<file path="config.mk">
export PLATFORM = sky130hd
export DESIGN_NAME = alu_op_issuer
export DESIGN_NICKNAME = d
export VERILOG_FILES = /design/src/rtl/alu_pkg.sv /design/src/rtl/alu_op_issuer.sv
export SDC_FILE = /design/constraint.sdc
export NUM_CORES = 1
export LEC_CHECK = 0
export CORE_MARGIN = 5
export CORE_UTILIZATION = 42
export CTS_CLUSTER_DIAMETER = 80
export DETAILED_ROUTE_END_ITERATION = 10
export HOLD_SLACK_MARGIN = 0.12
export PLACE_DENSITY_LB_ADDON = 0.25
export SYNTH_ARGS = -nofsm -noshare
export SYNTH_HDL_FRONTEND = slang
export SYNTH_SLANG_ARGS = --single-unit
</file>
<file path="constraint.sdc">
create_clock -name clk -period 1.8 [get_ports clk]
set_input_delay 0.36 -clock clk [delete_from_list [all_inputs] [get_ports clk]]
set_output_delay 0.36 -clock clk [all_outputs]
set_load 0.1 [all_outputs]
</file>
<file path="src/rtl/alu_pkg.sv">
// Definitions shared by the ALU issuer: opcode encodings, opcode legality and issuer FSM states.
package alu_pkg;

    localparam logic [3:0] OP_ADD   = 4'b0000;
    localparam logic [3:0] OP_SUB   = 4'b0001;
    localparam logic [3:0] OP_ROTR  = 4'b0010;
    localparam logic [3:0] OP_MUL   = 4'b0100;
    localparam logic [3:0] OP_LOGIC = 4'b0110;

    typedef enum logic [1:0] {
        IDLE  = 2'b00,
        DRIVE = 2'b01,
        RESP  = 2'b10
    } issuer_state_e;

    // True only for opcodes the ALU implements; anything else is answered with an error response.
    function automatic logic op_legal(input logic [3:0] op);
        logic legal_s;
        case (op)
            OP_ADD, OP_SUB, OP_ROTR, OP_MUL, OP_LOGIC: legal_s = 1'b1;
            default:                                   legal_s = 1'b0;
        endcase
        return legal_s;
    endfunction

endpackage

</file>
<file path="src/rtl/alu_op_issuer.sv">
// Initiator for the 8-bit combinational ALU: takes commands on a valid/ready stream,
// holds registered operands for a settle window, captures Z/FLAGS and returns them on
// a valid/ready response stream. Keeps an accumulator so commands can chain results.
module alu_op_issuer
    import alu_pkg::*;
#(
    parameter int SETTLE_CYCLES = 1,
    parameter int CNT_W         = 8
) (
    input  logic             clk,
    input  logic             rst,
    input  logic             cmd_valid,
    output logic             cmd_ready,
    input  logic [3:0]       cmd_op,
    input  logic [7:0]       cmd_a,
    input  logic [7:0]       cmd_b,
    input  logic             cmd_use_acc,
    output logic [3:0]       alu_ctl,
    output logic [7:0]       alu_a,
    output logic [7:0]       alu_b,
    input  logic [7:0]       alu_z,
    input  logic [7:0]       alu_flags,
    output logic             rsp_valid,
    input  logic             rsp_ready,
    output logic [7:0]       rsp_z,
    output logic [7:0]       rsp_flags,
    output logic             rsp_err,
    output logic [7:0]       acc,
    output logic [CNT_W-1:0] op_count
);

    // Counter is loaded with SETTLE_CYCLES-1 and counts down to zero.
    localparam int SCNT_W = (SETTLE_CYCLES > 1) ? $clog2(SETTLE_CYCLES) : 1;
    localparam logic [SCNT_W-1:0] SETTLE_LOAD = SCNT_W'(SETTLE_CYCLES - 1);
    localparam logic [SCNT_W-1:0] SETTLE_ZERO = SCNT_W'(1'b0);
    localparam logic [SCNT_W-1:0] SETTLE_ONE  = SCNT_W'(1'b1);
    localparam logic [CNT_W-1:0]  COUNT_ONE   = CNT_W'(1'b1);

    issuer_state_e     state_r;
    issuer_state_e     state_nxt_s;
    logic              accept_s;
    logic              capture_s;
    logic              legal_s;
    logic [SCNT_W-1:0] settle_cnt_r;

    logic              cmd_ready_r;
    logic              rsp_valid_r;
    logic [3:0]        alu_ctl_r;
    logic [7:0]        alu_a_r;
    logic [7:0]        alu_b_r;
    logic [7:0]        rsp_z_r;
    logic [7:0]        rsp_flags_r;
    logic              rsp_err_r;
    logic [7:0]        acc_r;
    logic [CNT_W-1:0]  op_count_r;

    assign legal_s = op_legal(cmd_op);

    // Next-state logic plus the single-cycle accept/capture strobes.
    always_comb begin
        state_nxt_s = state_r;
        accept_s    = 1'b0;
        capture_s   = 1'b0;
        case (state_r)
            IDLE: begin
                if (cmd_valid) begin
                    accept_s = 1'b1;
                    if (legal_s) begin
                        state_nxt_s = DRIVE;
                    end else begin
                        state_nxt_s = RESP;
                    end
                end else begin
                    state_nxt_s = IDLE;
                end
            end
            DRIVE: begin
                if (settle_cnt_r == SETTLE_ZERO) begin
                    capture_s   = 1'b1;
                    state_nxt_s = RESP;
                end else begin
                    state_nxt_s = DRIVE;
                end
            end
            RESP: begin
                if (rsp_ready) begin
                    state_nxt_s = IDLE;
                end else begin
                    state_nxt_s = RESP;
                end
            end
            default: state_nxt_s = IDLE;
        endcase
    end

    // FSM state register.
    always_ff @(posedge clk) begin
        if (rst) begin
            state_r <= IDLE;
        end else begin
            state_r <= state_nxt_s;
        end
    end

    // Handshake outputs registered from the next state so they line up with the state they describe.
    always_ff @(posedge clk) begin
        if (rst) begin
            cmd_ready_r <= 1'b1;
            rsp_valid_r <= 1'b0;
        end else begin
            cmd_ready_r <= (state_nxt_s == IDLE);
            rsp_valid_r <= (state_nxt_s == RESP);
        end
    end

    // Operand/opcode registers toward the ALU (held between operations) and the settle countdown.
    always_ff @(posedge clk) begin
        if (rst) begin
            alu_ctl_r    <= 4'b0000;
            alu_a_r      <= 8'h00;
            alu_b_r      <= 8'h00;
            settle_cnt_r <= SETTLE_ZERO;
        end else if (accept_s && legal_s) begin
            alu_ctl_r    <= cmd_op;
            alu_a_r      <= cmd_use_acc ? acc_r : cmd_a;
            alu_b_r      <= cmd_b;
            settle_cnt_r <= SETTLE_LOAD;
        end else if ((state_r == DRIVE) && (settle_cnt_r != SETTLE_ZERO)) begin
            settle_cnt_r <= settle_cnt_r - SETTLE_ONE;
        end
    end

    // Response capture; accumulator and counter move only when a legal operation completes.
    always_ff @(posedge clk) begin
        if (rst) begin
            rsp_z_r     <= 8'h00;
            rsp_flags_r <= 8'h00;
            rsp_err_r   <= 1'b0;
            acc_r       <= 8'h00;
            op_count_r  <= {CNT_W{1'b0}};
        end else if (accept_s && !legal_s) begin
            rsp_z_r     <= 8'h00;
            rsp_flags_r <= 8'h00;
            rsp_err_r   <= 1'b1;
        end else if (capture_s) begin
            rsp_z_r     <= alu_z;
            rsp_flags_r <= alu_flags;
            rsp_err_r   <= 1'b0;
            acc_r       <= alu_z;
            op_count_r  <= op_count_r + COUNT_ONE;
        end
    end

    assign cmd_ready = cmd_ready_r;
    assign rsp_valid = rsp_valid_r;
    assign alu_ctl   = alu_ctl_r;
    assign alu_a     = alu_a_r;
    assign alu_b     = alu_b_r;
    assign rsp_z     = rsp_z_r;
    assign rsp_flags = rsp_flags_r;
    assign rsp_err   = rsp_err_r;
    assign acc       = acc_r;
    assign op_count  = op_count_r;

endmodule

</file>
==> results of run 1 <==
-- layer usage --
layer | share of wire | global-route usage
met1 | 0.39 | 0.218
met2 | 0.51 | 0.354
met3 | 0.085 | 0.0972
met4 | 0.018 | 0.0791
met5 | 0 | 0
-- final cells by class --
class | count | area, µm² | share of cell area
Timing Repair Buffer | 112 | 1670 | 0.392
Multi-Input combinational cell | 170 | 1060 | 0.250
Clock buffer | 11 | 151 | 0.0356
Inverter | 5 | 18.8 | 0.00441
Clock inverter | 5 | 100 | 0.0235
Sequential cell | 58 | 1170 | 0.274
Tap cell | 72 | 90.1 | 0.0212
-- critical path, delay by kind of cell, from the launching register on --
family / cells / cell delay (ns)
compound gates: 1 / 0.15
flops: 1 / 0.46
simple gates: 2 / 0.94
-- state kept, by name, summed over array words and instances (netlist names) --
signal	cells
state_r	2
rsp_z	8
op_count	8
alu_ctl	4
rsp_err	1
alu_a	8
cmd_ready	1
rsp_valid	1
settle_cnt_r	1
alu_b	8
acc	8
rsp_flags	8
-- synth_stat cells, types with 4 or more instances --
master and number:
mux2_2 8, nand4_1 11, clkbuf_1 13, mux2i_1 19, nand2_1 58, a21oi_1 14
a211oi_1 9, dfxtp_1 58, inv_1 4, nor3_1 9, o21ai_0 10, buf_2 5
-- cell families after synthesis --
logic type,count (synthesis),share of synthesized area
buffers and inverters,26,0.0493
and+or+nand+nor,95,0.199
DFF,58,0.497
muxes,27,0.120
adders and majority gates,1,0.00536
xor gates and xnor gates,2,0.00750
AOI/OAI and AO/OA,45,0.121
-- worst max path at each step --
stage	from	to	slack (ns)	cells past startpoint
floorplan	op_count[4]$_SDFFE_PP0P_	op_count[7]$_SDFFE_PP0P_	0.01	3
global placement	cmd_valid	rsp_flags[3]$_SDFFE_PP0P_	-0.08	5
detailed placement	cmd_valid	rsp_z[2]$_SDFFE_PP0P_	-0.14	5
CTS	state_r[0]$_SDFF_PP0_	op_count[7]$_SDFFE_PP0P_	0.18	3
global route	state_r[0]$_SDFF_PP0_	op_count[5]$_SDFFE_PP0P_	0.08	3
finish	state_r[0]$_SDFF_PP0_	op_count[5]$_SDFFE_PP0P_	0.17	3
-- power breakdown --
| part | switching (µW) | internal [µW] | total, µW |
|---|---|---|---|
| registers | 39.7 | 1320 | 1360 |
| clock network | 512 | 990 | 1500 |
| logic | 380 | 286 | 666 |
| total | 932 | 2600 | 3530 |
-- through the flow --
stage	total power [µW]	TNS, ns	setup WS, ns
final	3530	0	0.172
after global routing	3650	0	0.0763
after CTS	3560	0	0.184
after detailed placement	2050	-3.80	-0.142
after global placement	2040	-1.53	-0.0801
after floorplan	1740	0	0.0139
==> impl_metrics.tcl, run 1 <==
set metrics [dict create \
    status "finished clean" \
    syn_area_um2 2330 \
    critPathMaxFanout 9 \
    insertion_delay_ns 0.34 \
    fin_cells 433 \
    track_usage 0.206 \
    synthFlopType "dfxtp_1" \
    critPathKind "reg -> reg" \
    r2r_end "op_count[5]$_SDFFE_PP0P_" \
    final-setup-viol-count 0 \
    syn_nets 296 \
    synth_seq_cells 58 \
    rsz0062_at_grt "no" \
    dp_hpwl_mm 5.15 \
    cts_sinks 58 \
    cts_root_buf "clkbuf_8" \
    hp-start "alu_a[1]$_SDFFE_PP0P_" \
    synthArstFlopShare 0 \
    synth_area_leaders "dfxtp_1, nand2_1, mux2i_1" \
    pin_count 96 \
    drcViolationCount 0 \
    cts_resized 0 \
    wl_per_cell_um 16.1 \
    finClkSkew_ns 0.00688 \
    nets 398 \
    synth-edff-count 0 \
    holdPathEnd "alu_a[1]$_SDFFE_PP0P_" \
    gp_congestion 0.788 \
    drive_gt1_frac 0.302 \
    ys_seq_area_frac 0.497 \
    grt_pass1_vias 2427 \
    cts_made_buffers 9 \
    die-area_um2 7150 \
    cts-hold-fix-buffers 0 \
    synth_warnings 0 \
    slew-limit-headroom 0.752 \
    end_kind "flop" \
    drt_iter0_drc 97 \
    clk_pin_slew_ns 0.06 \
    peakVddDrop_mv 0.677 \
    port_buffers 95 \
    placed_area_um2 4010 \
    final_cell_mix "nand2_1, buf_12, dfxtp_1" \
    fin_crit_sh 0.904 \
    synth_cell_types 35 \
    r2r_slack_ns 0.17 \
    min_path_cells 2 \
    fillerInstances 326 \
    clock_path_buffers 2 \
    rr_worst_depth 3 \
    final_core_util 0.783 \
    post-cts-setup-buffers 0 \
    start_util 0.429 \
    dr.pass1.iters 4 \
    min_period_ns 1.63 \
    worst_pin_slew_ns 0.371 \
    die_y_um 84.6 \
    cpPeakStageDelay_ns 0.51 \
    synth_top_area_frac 0.497 \
    maxCapViolations 0 \
    critPathSlowestCell "or4_1" \
    die_w_um 84.6 \
    synthCells 254 \
    crit_chain "or3b_1, or4_1, a21oi_1" \
    num_rows 27 \
    timing.final.max_slew_violations 0 \
    ant_nets 0 \
    antenna_found_initial 0 \
    avgSynthCellArea_um2 9.19 \
    wl_mm 6.99 \
    worstReg2RegStart "state_r[0]$_SDFF_PP0_" \
    core-area_um2 5440 \
    final_area_um2 4260 \
    max_freq_mhz 614 \
    startpoint_type "flop" \
    grt.overflow.total 0 \
    dp_cells 417 \
    area_growth_pct 82.3 \
    hold_path.class "reg -> reg" \
    worstPathRequired_ns 2.06 \
    leakage_uw 0.00158 \
    via_per_inst 5.26 \
    holdWs_ns 0.498 \
    crit_arrival_ns 1.89 \
    grt_pass1_wl_mm 11.6 \
    cts_tree "built" \
    p_per_area_nw_per_um2 829 \
    synth_top_area_cell "dfxtp_1" \
    hold_viol_final 0 \
    htreeDepth 3 \
    antenna_cells 0 \
    grt_max_degree 43 \
    via_count 2276 \
]
Power figures use the tool's default switching activity.
==> inputs of run 2 (changes only) <==
SKIP_LAST_GASP = 1   (was default)
==> results of run 2 <==
No change in the layout: final DEF, timing and power equal those of run 1.
==> inputs of run 3 (changes only) <==
SLEW_MARGIN = 20   (was default)
clock period = 1.7 ns   (was 1.8 ns; I/O delays follow)
==> run 3 against run 2 <==
Die area unchanged. Largest cell class unchanged. Clock skew down 0.0014 ns. Clock-buffer cell count up 2. Wire length down 4.7%. Combinational power up 5.3%.
==> impl_metrics.tcl, run 3 (synthesis gave the netlist of run 1 again) <==
set metrics [dict create \
    status "finished clean" \
    crit_chain "or3b_1, buf_4, or3_1, a21oi_1" \
    peakVddDrop_mv 0.582 \
    die_w_um 84.6 \
    placed_area_um2 4010 \
    core-area_um2 5440 \
    crit_family "simple AND/OR/NAND/NOR gates" \
    cpPeakStageDelay_ns 0.44 \
    finClkSkew_ns 0.00547 \
    critPathKind "reg -> reg" \
    htreeDepth 3 \
    final-setup-viol-count 0 \
    crit_arrival_ns 1.85 \
    hold_path.class "reg -> reg" \
    grt.overflow.total 0 \
    antenna_cells 0 \
    critPathBufInv 1 \
    fin_tns_setup_ns 0 \
    min_period_ns 1.59 \
    startpoint_type "flop" \
    area_growth_pct 78.7 \
    clock_path_buffers 2 \
    post-cts-setup-buffers 0 \
    leakage_uw 0.00154 \
    end_kind "flop" \
    worstPathRequired_ns 1.96 \
    final_cell_mix "nand2_1, buf_12, dfxtp_1" \
    hold_viol_final 0 \
    grt_pass1_wl_mm 10.9 \
    drive_gt1_frac 0.302 \
    ant_nets 0 \
    cts_made_buffers 9 \
    antenna_found_initial 0 \
    p_per_area_nw_per_um2 774 \
    port_buffers 95 \
    insertion_delay_ns 0.34 \
    pin_count 96 \
    via_count 2198 \
    critPathMaxFanout 7 \
    wl_per_cell_um 15.4 \
    gp_congestion 0.777 \
    clk_pin_slew_ns 0.06 \
    grt_max_degree 39 \
    timing.final.max_slew_violations 0 \
    cts_sinks 58 \
    wl_mm 6.66 \
    grt_pass1_vias 2307 \
    rsz0062_at_grt "no" \
    maxCapViolations 0 \
    drt_iter0_drc 111 \
    drcViolationCount 0 \
    cts-hold-fix-buffers 0 \
    start_util 0.429 \
    max_freq_mhz 629 \
    dr.pass1.iters 4 \
    track_usage 0.191 \
    critPathSlowestCell "or3b_1" \
    via_per_inst 5.08 \
    worst_pin_slew_ns 0.376 \
    dp_hpwl_mm 4.88 \
    cts_resized 0 \
    cts_tree "built" \
    die_y_um 84.6 \
    die-area_um2 7150 \
    slew-limit-headroom 0.749 \
    cts_root_buf "clkbuf_8" \
    final_area_um2 4170 \
    num_rows 27 \
    nets 398 \
    fin_crit_sh 0.935 \
]
## run 3: final timing paths
path	from	end	slack, ns	cells after the start
worst min register to register	alu_a[2]$_SDFFE_PP0P_	alu_a[2]$_SDFFE_PP0P_	0.49	2
worst max-delay path	state_r[0]$_SDFF_PP0_	op_count[3]$_SDFFE_PP0P_	0.11	4
worst max register to register	state_r[0]$_SDFF_PP0_	op_count[3]$_SDFFE_PP0P_	0.11	4
worst min-delay path	alu_a[2]$_SDFFE_PP0P_	alu_a[2]$_SDFFE_PP0P_	0.49	2
## run 3: worst reg2reg max path: stages, from the launching register on
cell     delay [ns]
dfxtp_1        0.42
or3b_1         0.44
buf_4          0.18
or3_1          0.33
a21oi_1        0.15
## run 3: layer usage
metal / track usage / up-vias / share of wire
met5: 0 / - / 0
met1: 0.219 / 1024 / 0.41
met3: 0.0815 / 20 / 0.095
met4: 0.105 / 0 / 0.026
met2: 0.300 / 63 / 0.47
li1: - / 1091 / -
## run 3: where the power goes
part	internal [µW]	total [µW]	switching (µW)
combinational	302	701	399
clock	562	1090	528
sequential	1400	1440	42.4
total	2260	3230	969
## run 3: through the flow
step,power [µW],std cells,hold WS [ns],setup slack (ns),util
5_1_grt,3330,433,0.524,0.0559,0.767
6_report,3230,433,0.493,0.111,0.767
3_3_place_gp,2160,417,0.477,-0.159,0.737
4_1_cts,3250,433,0.498,0.117,0.767
3_5_place_dp,2170,417,0.488,-0.185,0.737
2_1_floorplan,1850,254,0.464,0.0904,-
## run 3: final cells by class
cell class	instances	area [µm²]
Timing Repair Buffer	112	1670
Fill cell	345	1270
Sequential cell	58	1170
Multi-Input combinational cell	170	1060
Clock buffer	13	149
Tap cell	72	90.1
Inverter	5	18.8
Clock inverter	3	15.0
